[config.mk]
export PLATFORM = sky130hd
export DESIGN_NAME = bp_update_scheduler
export DESIGN_NICKNAME = d
export VERILOG_FILES = /design/src/rtl/bp_update_scheduler.sv
export SDC_FILE = /design/constraint.sdc
export NUM_CORES = 1
export LEC_CHECK = 0
export ABC_AREA = 0
export CORE_MARGIN = 10
export CORE_UTILIZATION = 54
export DETAILED_ROUTE_END_ITERATION = 16
export HOLD_SLACK_MARGIN = 0.06
export PLACE_DENSITY_LB_ADDON = 0.1
export REMOVE_ABC_BUFFERS = 1
export SKIP_CTS_REPAIR_TIMING = 1
export SYNTH_ARGS = -nofsm -noshare
export SYNTH_HDL_FRONTEND = slang
export SYNTH_SLANG_ARGS = --single-unit
[constraint.sdc]
create_clock -name clk -period 4.85 [get_ports clk]
set_input_delay 0.485 -clock clk [delete_from_list [all_inputs] [get_ports clk]]
set_output_delay 0.485 -clock clk [all_outputs]
set_load 0.05 [all_outputs]
[src/rtl/bp_update_scheduler.sv]
// rtl/bp_update_scheduler.sv - gselect predictor update scheduler
// Sweeps the PHT after reset, then queues resolved branches from two ports and drains one update per cycle.
module bp_update_scheduler #(
  parameter int DEPTH = 4,
  parameter int IDX_W = 8,
  parameter int CNT_W = 16
) (
  input  logic             clk,
  input  logic             rst,
  input  logic             req0_valid,
  output logic             req0_ready,
  input  logic [31:0]      req0_pc,
  input  logic [31:0]      req0_target,
  input  logic             req0_taken,
  input  logic             req0_pred_taken,
  input  logic [31:0]      req0_pred_target,
  input  logic             req1_valid,
  output logic             req1_ready,
  input  logic [31:0]      req1_pc,
  input  logic [31:0]      req1_target,
  input  logic             req1_taken,
  input  logic             req1_pred_taken,
  input  logic [31:0]      req1_pred_target,
  output logic             update,
  output logic [31:0]      branchPC,
  output logic [31:0]      resultPC,
  output logic             taken,
  output logic             mispredict,
  output logic             init_we,
  output logic [IDX_W-1:0] init_idx,
  output logic             busy,
  output logic [CNT_W-1:0] mispredict_cnt
);

  localparam int AW = $clog2(DEPTH);

  typedef enum logic {S_INIT, S_RUN} state_t;

  state_t           state_q, state_d;
  logic [IDX_W-1:0] init_idx_q, init_idx_d;
  logic             ptr_q, ptr_d;
  logic [AW:0]      count_q, count_d;
  logic [AW-1:0]    wr_q, wr_d, rd_q, rd_d;
  logic             update_q, update_d;
  logic             mispredict_q, mispredict_d;
  logic             taken_q, taken_d;
  logic [31:0]      branch_pc_q, branch_pc_d;
  logic [31:0]      result_pc_q, result_pc_d;
  logic [CNT_W-1:0] mcnt_q, mcnt_d;

  logic [31:0] fifo_pc_q     [DEPTH];
  logic [31:0] fifo_tgt_q    [DEPTH];
  logic [31:0] fifo_ptgt_q   [DEPTH];
  logic        fifo_taken_q  [DEPTH];
  logic        fifo_ptaken_q [DEPTH];

  logic        run, full, empty, grant0, grant1, push, pop, head_mp;
  logic [31:0] in_pc, in_tgt, in_ptgt;
  logic        in_taken, in_ptaken;

  always_comb begin
    run    = (state_q == S_RUN);
    full   = (count_q == (AW+1)'(DEPTH));
    empty  = (count_q == '0);
    // Pointer value 0 favours req0 when both ports are valid.
    grant0 = req0_valid & (!req1_valid | !ptr_q);
    grant1 = req1_valid & (!req0_valid |  ptr_q);
    req0_ready = run & !rst & !full & grant0;
    req1_ready = run & !rst & !full & grant1;
    push   = (req0_valid & req0_ready) | (req1_valid & req1_ready);
    pop    = run & !empty;

    in_pc     = req1_ready ? req1_pc          : req0_pc;
    in_tgt    = req1_ready ? req1_target      : req0_target;
    in_ptgt   = req1_ready ? req1_pred_target : req0_pred_target;
    in_taken  = req1_ready ? req1_taken       : req0_taken;
    in_ptaken = req1_ready ? req1_pred_taken  : req0_pred_taken;

    head_mp = (fifo_taken_q[rd_q] != fifo_ptaken_q[rd_q]) |
              (fifo_taken_q[rd_q] & (fifo_tgt_q[rd_q] != fifo_ptgt_q[rd_q]));
  end

  always_comb begin
    state_d      = state_q;
    init_idx_d   = init_idx_q;
    ptr_d        = ptr_q;
    count_d      = count_q;
    wr_d         = wr_q;
    rd_d         = rd_q;
    update_d     = 1'b0;
    mispredict_d = 1'b0;
    taken_d      = taken_q;
    branch_pc_d  = branch_pc_q;
    result_pc_d  = result_pc_q;
    mcnt_d       = mcnt_q;

    case (state_q)
      S_INIT: begin
        init_idx_d = init_idx_q + IDX_W'(1);
        if (init_idx_q == {IDX_W{1'b1}}) state_d = S_RUN;
      end
      default: state_d = S_RUN;
    endcase

    if (push) begin
      wr_d  = wr_q + AW'(1);
      ptr_d = req0_ready ? 1'b1 : 1'b0;
    end

    if (pop) begin
      rd_d         = rd_q + AW'(1);
      update_d     = 1'b1;
      mispredict_d = head_mp;
      taken_d      = fifo_taken_q[rd_q];
      branch_pc_d  = fifo_pc_q[rd_q];
      result_pc_d  = fifo_tgt_q[rd_q];
      if (head_mp && (mcnt_q != {CNT_W{1'b1}})) mcnt_d = mcnt_q + CNT_W'(1);
    end

    case ({push, pop})
      2'b10:   count_d = count_q + (AW+1)'(1);
      2'b01:   count_d = count_q - (AW+1)'(1);
      default: count_d = count_q;
    endcase
  end

  always_ff @(posedge clk or posedge rst) begin
    if (rst) begin
      state_q      <= S_INIT;
      init_idx_q   <= '0;
      ptr_q        <= 1'b0;
      count_q      <= '0;
      wr_q         <= '0;
      rd_q         <= '0;
      update_q     <= 1'b0;
      mispredict_q <= 1'b0;
      taken_q      <= 1'b0;
      branch_pc_q  <= '0;
      result_pc_q  <= '0;
      mcnt_q       <= '0;
    end else begin
      state_q      <= state_d;
      init_idx_q   <= init_idx_d;
      ptr_q        <= ptr_d;
      count_q      <= count_d;
      wr_q         <= wr_d;
      rd_q         <= rd_d;
      update_q     <= update_d;
      mispredict_q <= mispredict_d;
      taken_q      <= taken_d;
      branch_pc_q  <= branch_pc_d;
      result_pc_q  <= result_pc_d;
      mcnt_q       <= mcnt_d;
    end
  end

  // Payload storage needs no reset; occupancy is tracked by count_q.
  always_ff @(posedge clk) begin
    if (push) begin
      fifo_pc_q[wr_q]     <= in_pc;
      fifo_tgt_q[wr_q]    <= in_tgt;
      fifo_ptgt_q[wr_q]   <= in_ptgt;
      fifo_taken_q[wr_q]  <= in_taken;
      fifo_ptaken_q[wr_q] <= in_ptaken;
    end
  end

  assign update         = update_q;
  assign mispredict     = mispredict_q;
  assign taken          = taken_q;
  assign branchPC       = branch_pc_q;
  assign resultPC       = result_pc_q;
  assign init_we        = (state_q == S_INIT) & !rst;
  assign init_idx       = init_idx_q;
  assign busy           = (state_q == S_INIT) | !empty;
  assign mispredict_cnt = mcnt_q;

endmodule

After elaboration in Yosys (flattened, before gate mapping)
Memory sizes are Yosys's and may differ from the RTL's. A register that Yosys moved wholly into a read port is not among the register bits. Index checks and enable logic that the tools add are counted.

Add/subtract/negate cells: 6. Reduce and logical (&&, ||, !) cells: 10. Muxes and demuxes: 13. Equality and inequality tests: 7. Bitwise logic cells: 17.

Operators with widths (number): $mux W32 (3); $ne A32 B32 Y1 (1); $add A16 B1 Y16 const B (1); $ne A16 B16 Y1 const B (1); $and A1 B1 Y1 (11); $mux W1 (9); $add A8 B1 Y8 const B (1); $eq A8 B8 Y1 const B (1); $logic_not A1 Y1 (6); $pmux W3 S2 (1); $or A1 B1 Y1 (5); $add A2 B1 Y2 const B (2); $add A3 B1 Y3 const B (1); $eq A3 B3 Y1 const B (1); $logic_not A3 Y1 (1); $sub A3 B1 Y3 const B (1); $eq A2 B1 Y1 const B (1); $eq A2 B2 Y1 const B (1); $reduce_and A2 Y1 (1); $reduce_bool A2 Y1 (1); $logic_and A1 B1 Y1 (1); $ne A1 B1 Y1 (1); $not A1 Y1 (1).

Output and inout bits: 95. Memories kept: 5. Bits in registers: 68. Memory bits (writable): 392. Logic and storage cells: 69. Bits of input ports: 200.

Memory list: fifo_pc_q (words 4, width 32, read ports 1, clocked after Yosys merged registers in 1, wr ports 1, RTL line 51) `logic [31:0] fifo_pc_q [DEPTH];`; fifo_ptgt_q (words 4, width 32, read ports 1, clocked after Yosys merged registers in 0, wr ports 1, RTL line 53) `logic [31:0] fifo_ptgt_q [DEPTH];`; fifo_tgt_q (words 4, width 32, read ports 1, clocked after Yosys merged registers in 0, wr ports 1, RTL line 52) `logic [31:0] fifo_tgt_q [DEPTH];`; fifo_ptaken_q (words 4, width 1, read ports 1, clocked after Yosys merged registers in 0, wr ports 1, RTL line 55) `logic fifo_ptaken_q [DEPTH];`; fifo_taken_q (words 4, width 1, read ports 1, clocked after Yosys merged registers in 0, wr ports 1, RTL line 54) `logic fifo_taken_q [DEPTH];`.

Longest topological paths before layout
Depth after elaboration: 8. Mapped depth: 12. Gate-level depth less buffers: 10.

Least setup slack after synthesis
Ideal clock, no wire load.

Path kind: input-to-reg. Start: in rst. End: mem fifo_pc_q[0][0] (enable). Setup slack: 0.908 ns. Stages: 3. Arrival: 3.474 ns. Setup time: 0.468 ns. Required time: 4.382 ns. Path buffers: 0. Cells stage by stage: a311oi_1 o21a_1 and2_1.

Longest elaborated chain between the ends: 8. Elaborated cells between the ends (all ways): 10. Classes of those cells: 2 x mux; 7 x bitwise; 1 x reduce/logical.

RTL lines: start, declared (RTL line 9) `input logic rst,`; $logic_not A1 Y1 (*) (RTL line 68, 69); $and A1 B1 Y1 (*) (2 in series) (RTL line 68, 69); $and A1 B1 Y1, on equally long branches (RTL line 68, 69); $and A1 B1 Y1 (RTL line 70) `push = (req0_valid & req0_ready) | (req1_valid & req1_ready);`; $or A1 B1 Y1 (*) (RTL line 70); $mux W1 (*) (RTL line 159) `if (push) begin`; $mux W1 (not written as such) (*) (RTL line 160) `fifo_pc_q[wr_q] <= in_pc;`; end, declared (RTL line 51).

Mark *: on every way between the ends. The rest lies on a longest branch, timed or not.

Worst setup path after layout
Start: reg rd_q[0]. End: reg mcnt_q[1] (netlist: mispredict_cnt[1]).

Longest elaborated chain between the ends: 6. Elaborated cells between the ends (all ways): 10. Classes of those cells: 2 x eq/ne; 2 x bitwise; 2 x reduce/logical; 4 x memory.

RTL lines: start, declared (RTL line 43) `logic [AW-1:0] wr_q, wr_d, rd_q, rd_d;`; start signal, assigned (RTL line 147) `rd_q <= rd_d;`; $mem_v2 Z4 W32, on equally long branches; $ne A32 B32 Y1 (RTL line 80) `(fifo_taken_q[rd_q] & (fifo_tgt_q[rd_q] != fifo_ptgt_q[rd_q]));`; $and A1 B1 Y1 (RTL line 80); $or A1 B1 Y1 (*) (RTL line 79) `head_mp = (fifo_taken_q[rd_q] != fifo_ptaken_q[rd_q]) |`; $logic_and A1 B1 Y1 (*) (RTL line 117) `if (head_mp && (mcnt_q != {CNT_W{1'b1}})) mcnt_d = mcnt_q + CNT_W'(1);`; $reduce_and A2 Y1 (no line) (*); end signal, assigned (RTL line 153) `mcnt_q <= mcnt_d;`; end, declared (RTL line 49) `logic [CNT_W-1:0] mcnt_q, mcnt_d;`.

Marks and branches as above. A chain may end at the register's enable or synchronous reset.

==> flow_summary.toml <==
[synth]
syn_inst = 1308
netlist.area_leader.share_pct = 59.5
yosysSeqAreaShare_pct = 72.2
avgSynthCellArea_um2 = 15.1
ys_warn_count = 0
ys_types = 40
synth_largest_area_cell = "edfxtp_1"
ys_ff_latch = 492
syn_area_um2 = 19800
synth_area_leaders = "edfxtp_1 60%, dfrtp_1 13%, mux4_2 11%, nand2_1 9.6%, xor2_1 1.4%"

[finish]
multi_input_area_um2 = 5230
seqCellArea_um2 = 14300
fill_cells = 2507
syn_to_final_growth_pct = 26.7
nets = 1829
final_util_pct = 68.9
antenna_cells = 0
final-instance-count-excl-fill = 2131
drive_gt1_share_pct = 12.9

[routing]
post_drt_wl_per_cell_um = 20.4
num_vias = 11400
wl_um = 43500
drc = 0
first_pass_iters = 5
drt.antenna.violating_nets = 0
via_per_inst = 5.35
drt-initial-drc-count = 665

[worst_setup_path]
critPathKind = "register to register"
cp-end-kind = "register"
crit_fanout = 40
critPathArrivalTime_ns = 4.62
critPathLaunchType = "register"
cp.required_ns = 5.28

[sta]
finalCritPeriodShare_pct = 86.4
fmax_ghz = 0.239
layout_min_cycle_time_ns = 4.19
rsz0062_at_grt = "false"
worst_pin_slew_ns = 0.891
drv_slew = 0
hold_ws_ns = 0.419
relSlewSlack_pct = 40.6
tns_ns = 0
hold_viol_final = 0
fin_skew_ns = 0.0230
setup_viol = 0

[min_path]
hp-class = "primary input to asynchronous set/reset pin"

[global_route]
grt_max_degree = 67
antenna_found_initial = 0
grt_pass1_vias = 12000
overflow = 0
grtUsageTotal_pct = 19.4
grt_pass1_wl_um = 67100

[clock_tree]
numCtsBuffers = 50
cts.path.max_buffers = 3
root_buffer = "clkbuf_16"
tritoncts = "done"
ctsHtreeMaxLevel = 2
cts.sinks = 492
worstSkewPairLatency_ns = 0.56
cts.clk_slew.worst_paths_ns = 0.06

[floorplanning]
core_um2 = 36300
dieHeight_um = 211
die_width_um = 211
start_util_pct = 54.4
die-area_um2 = 44700
num_io_pins = 295
num_rows = 70

[power_and_ir_drop]
finalPower_w = 0.00885
power_density_nw_per_um2 = 353
leakage_nw = 9.26
vdd_drop_max_mv = 0.288

[run]
drv_cap = 0

[placement]
hpwl_um = 28900
place.gp.congestion = 0.766
portBuffers = 294
dp.cells = 2037

[outcome]
status = "finished, final reports clean"
## state kept, by name, summed over array words and instances (netlist names)
name / flops
mispredict_cnt: 16
resultPC: 32
rd_q: 2
taken: 1
wr_q: 2
branchPC: 32
ptr_q: 1
fifo_tgt_q: 128
fifo_taken_q: 4
run: 1
update: 1
fifo_ptgt_q: 128
init_idx: 8
fifo_pc_q: 128
fifo_ptaken_q: 4
mispredict: 1
count_q: 3
## where the power goes
part,internal [W],switching [W],total [W]
combinational,0.000161,0.000110,0.000271
sequential,0.00456,0.00000265,0.00456
clock,0.00245,0.00157,0.00401
total,0.00717,0.00168,0.00885
## synth_stat cells, drive strengths merged
library cell,n
nor2,9
o31ai,1
nor4bb,1
fa,1
a21oi,4
nor4,8
nand3,13
a41oi,1
edfxtp,392
nand2,508
a311oi,1
o21a,1
nand2b,2
mux2i,1
nor3,5
or3,1
a31oi,3
or3b,1
nor4b,1
buf,29
mux2,2
inv,10
mux4,98
dfrtp,100
o21ai,3
and3,4
clkbuf,29
nor2b,1
nand4,8
xnor2,26
and2,5
or4,1
ha,7
xor2,31
## metal layers
layer | wire (um) | GRT usage, %
met1 | 18400 | 25.5
met2 | 21800 | 32.9
met3 | 2580 | 3.86
met4 | 708 | 4.31
met5 | 0 | 0
## placed cells by master, fill, tap and decap left out, types with 4 or more instances in the layout
| cell | synthesis | routed |
|---|---|---|
| clkinv_1 | 0 | 6 |
| inv_1 | 9 | 7 |
| mux4_2 | 98 | 98 |
| clkdlybuf4s50_1 | 0 | 293 |
| clkbuf_1 | 29 | 12 |
| clkbuf_16 | 0 | 50 |
| clkinv_2 | 0 | 8 |
| nor3_1 | 5 | 5 |
| xnor2_1 | 26 | 26 |
| ha_1 | 7 | 7 |
| nor4_1 | 8 | 8 |
| a21oi_1 | 4 | 4 |
| bufinv_16 | 0 | 9 |
| nor2_1 | 9 | 9 |
| nand4_1 | 8 | 8 |
| clkbuf_8 | 0 | 4 |
| and3_1 | 4 | 4 |
| buf_12 | 0 | 4 |
| edfxtp_1 | 392 | 392 |
| dfrtp_1 | 100 | 98 |
| buf_4 | 0 | 22 |
| and2_4 | 1 | 5 |
| xor2_1 | 31 | 31 |
| nand3_1 | 13 | 12 |
| nand2_1 | 508 | 508 |
## area by class of cell
cell class,count,area share [%]
flip-flops and latches,492,57.0
multi-input cells,748,20.9
repair buffers,319,12.7
clock buffers,66,5.39
well taps,468,2.34
clock inverters,28,1.55
inverters,10,0.170
## path summary, 6_finish.rpt
check,start,end,slack (ns),cells past startpoint
max,rd_q[0],mispredict_cnt[1],0.66,8
min,rst,rd_q[1],0.42,2
max reg2reg,rd_q[0],mispredict_cnt[1],0.66,8
min reg2reg,branchPC[4],branchPC[4],0.47,2
max in group asynchronous,rst,resultPC[18],3.54,3
min in group clk,branchPC[4],branchPC[4],0.47,2
## cells by family (layout without fill, tap and decap cells)
group,Yosys count,in the layout,synth area share (%)
compound gates,14,14,0.506
buf+inv,68,423,1.53
fa+ha+maj,8,8,0.544
flops,492,492,72.2
xor+xnor,57,57,2.53
mux,101,101,11.3
simple gates,568,568,11.4
## stage by stage
stage	worst slack [ns]	area (um^2)
2_1_floorplan	-1.59	19500
3_3_place_gp	0.696	23300
3_5_place_dp	0.624	23300
4_1_cts	0.604	25100
5_1_grt	0.354	25100
6_report	0.659	25100
## worst max-delay path, stage by stage, from the launching register on
cell	delay (ns)
dfrtp_4	0.93
buf_4	0.39
mux4_2	0.56
xor2_1	0.18
nor4_1	0.39
nand3_1	0.20
or4_1	0.79
nand2_1	0.23
mux2_1	0.34
(Power assumes the default switching activity.)
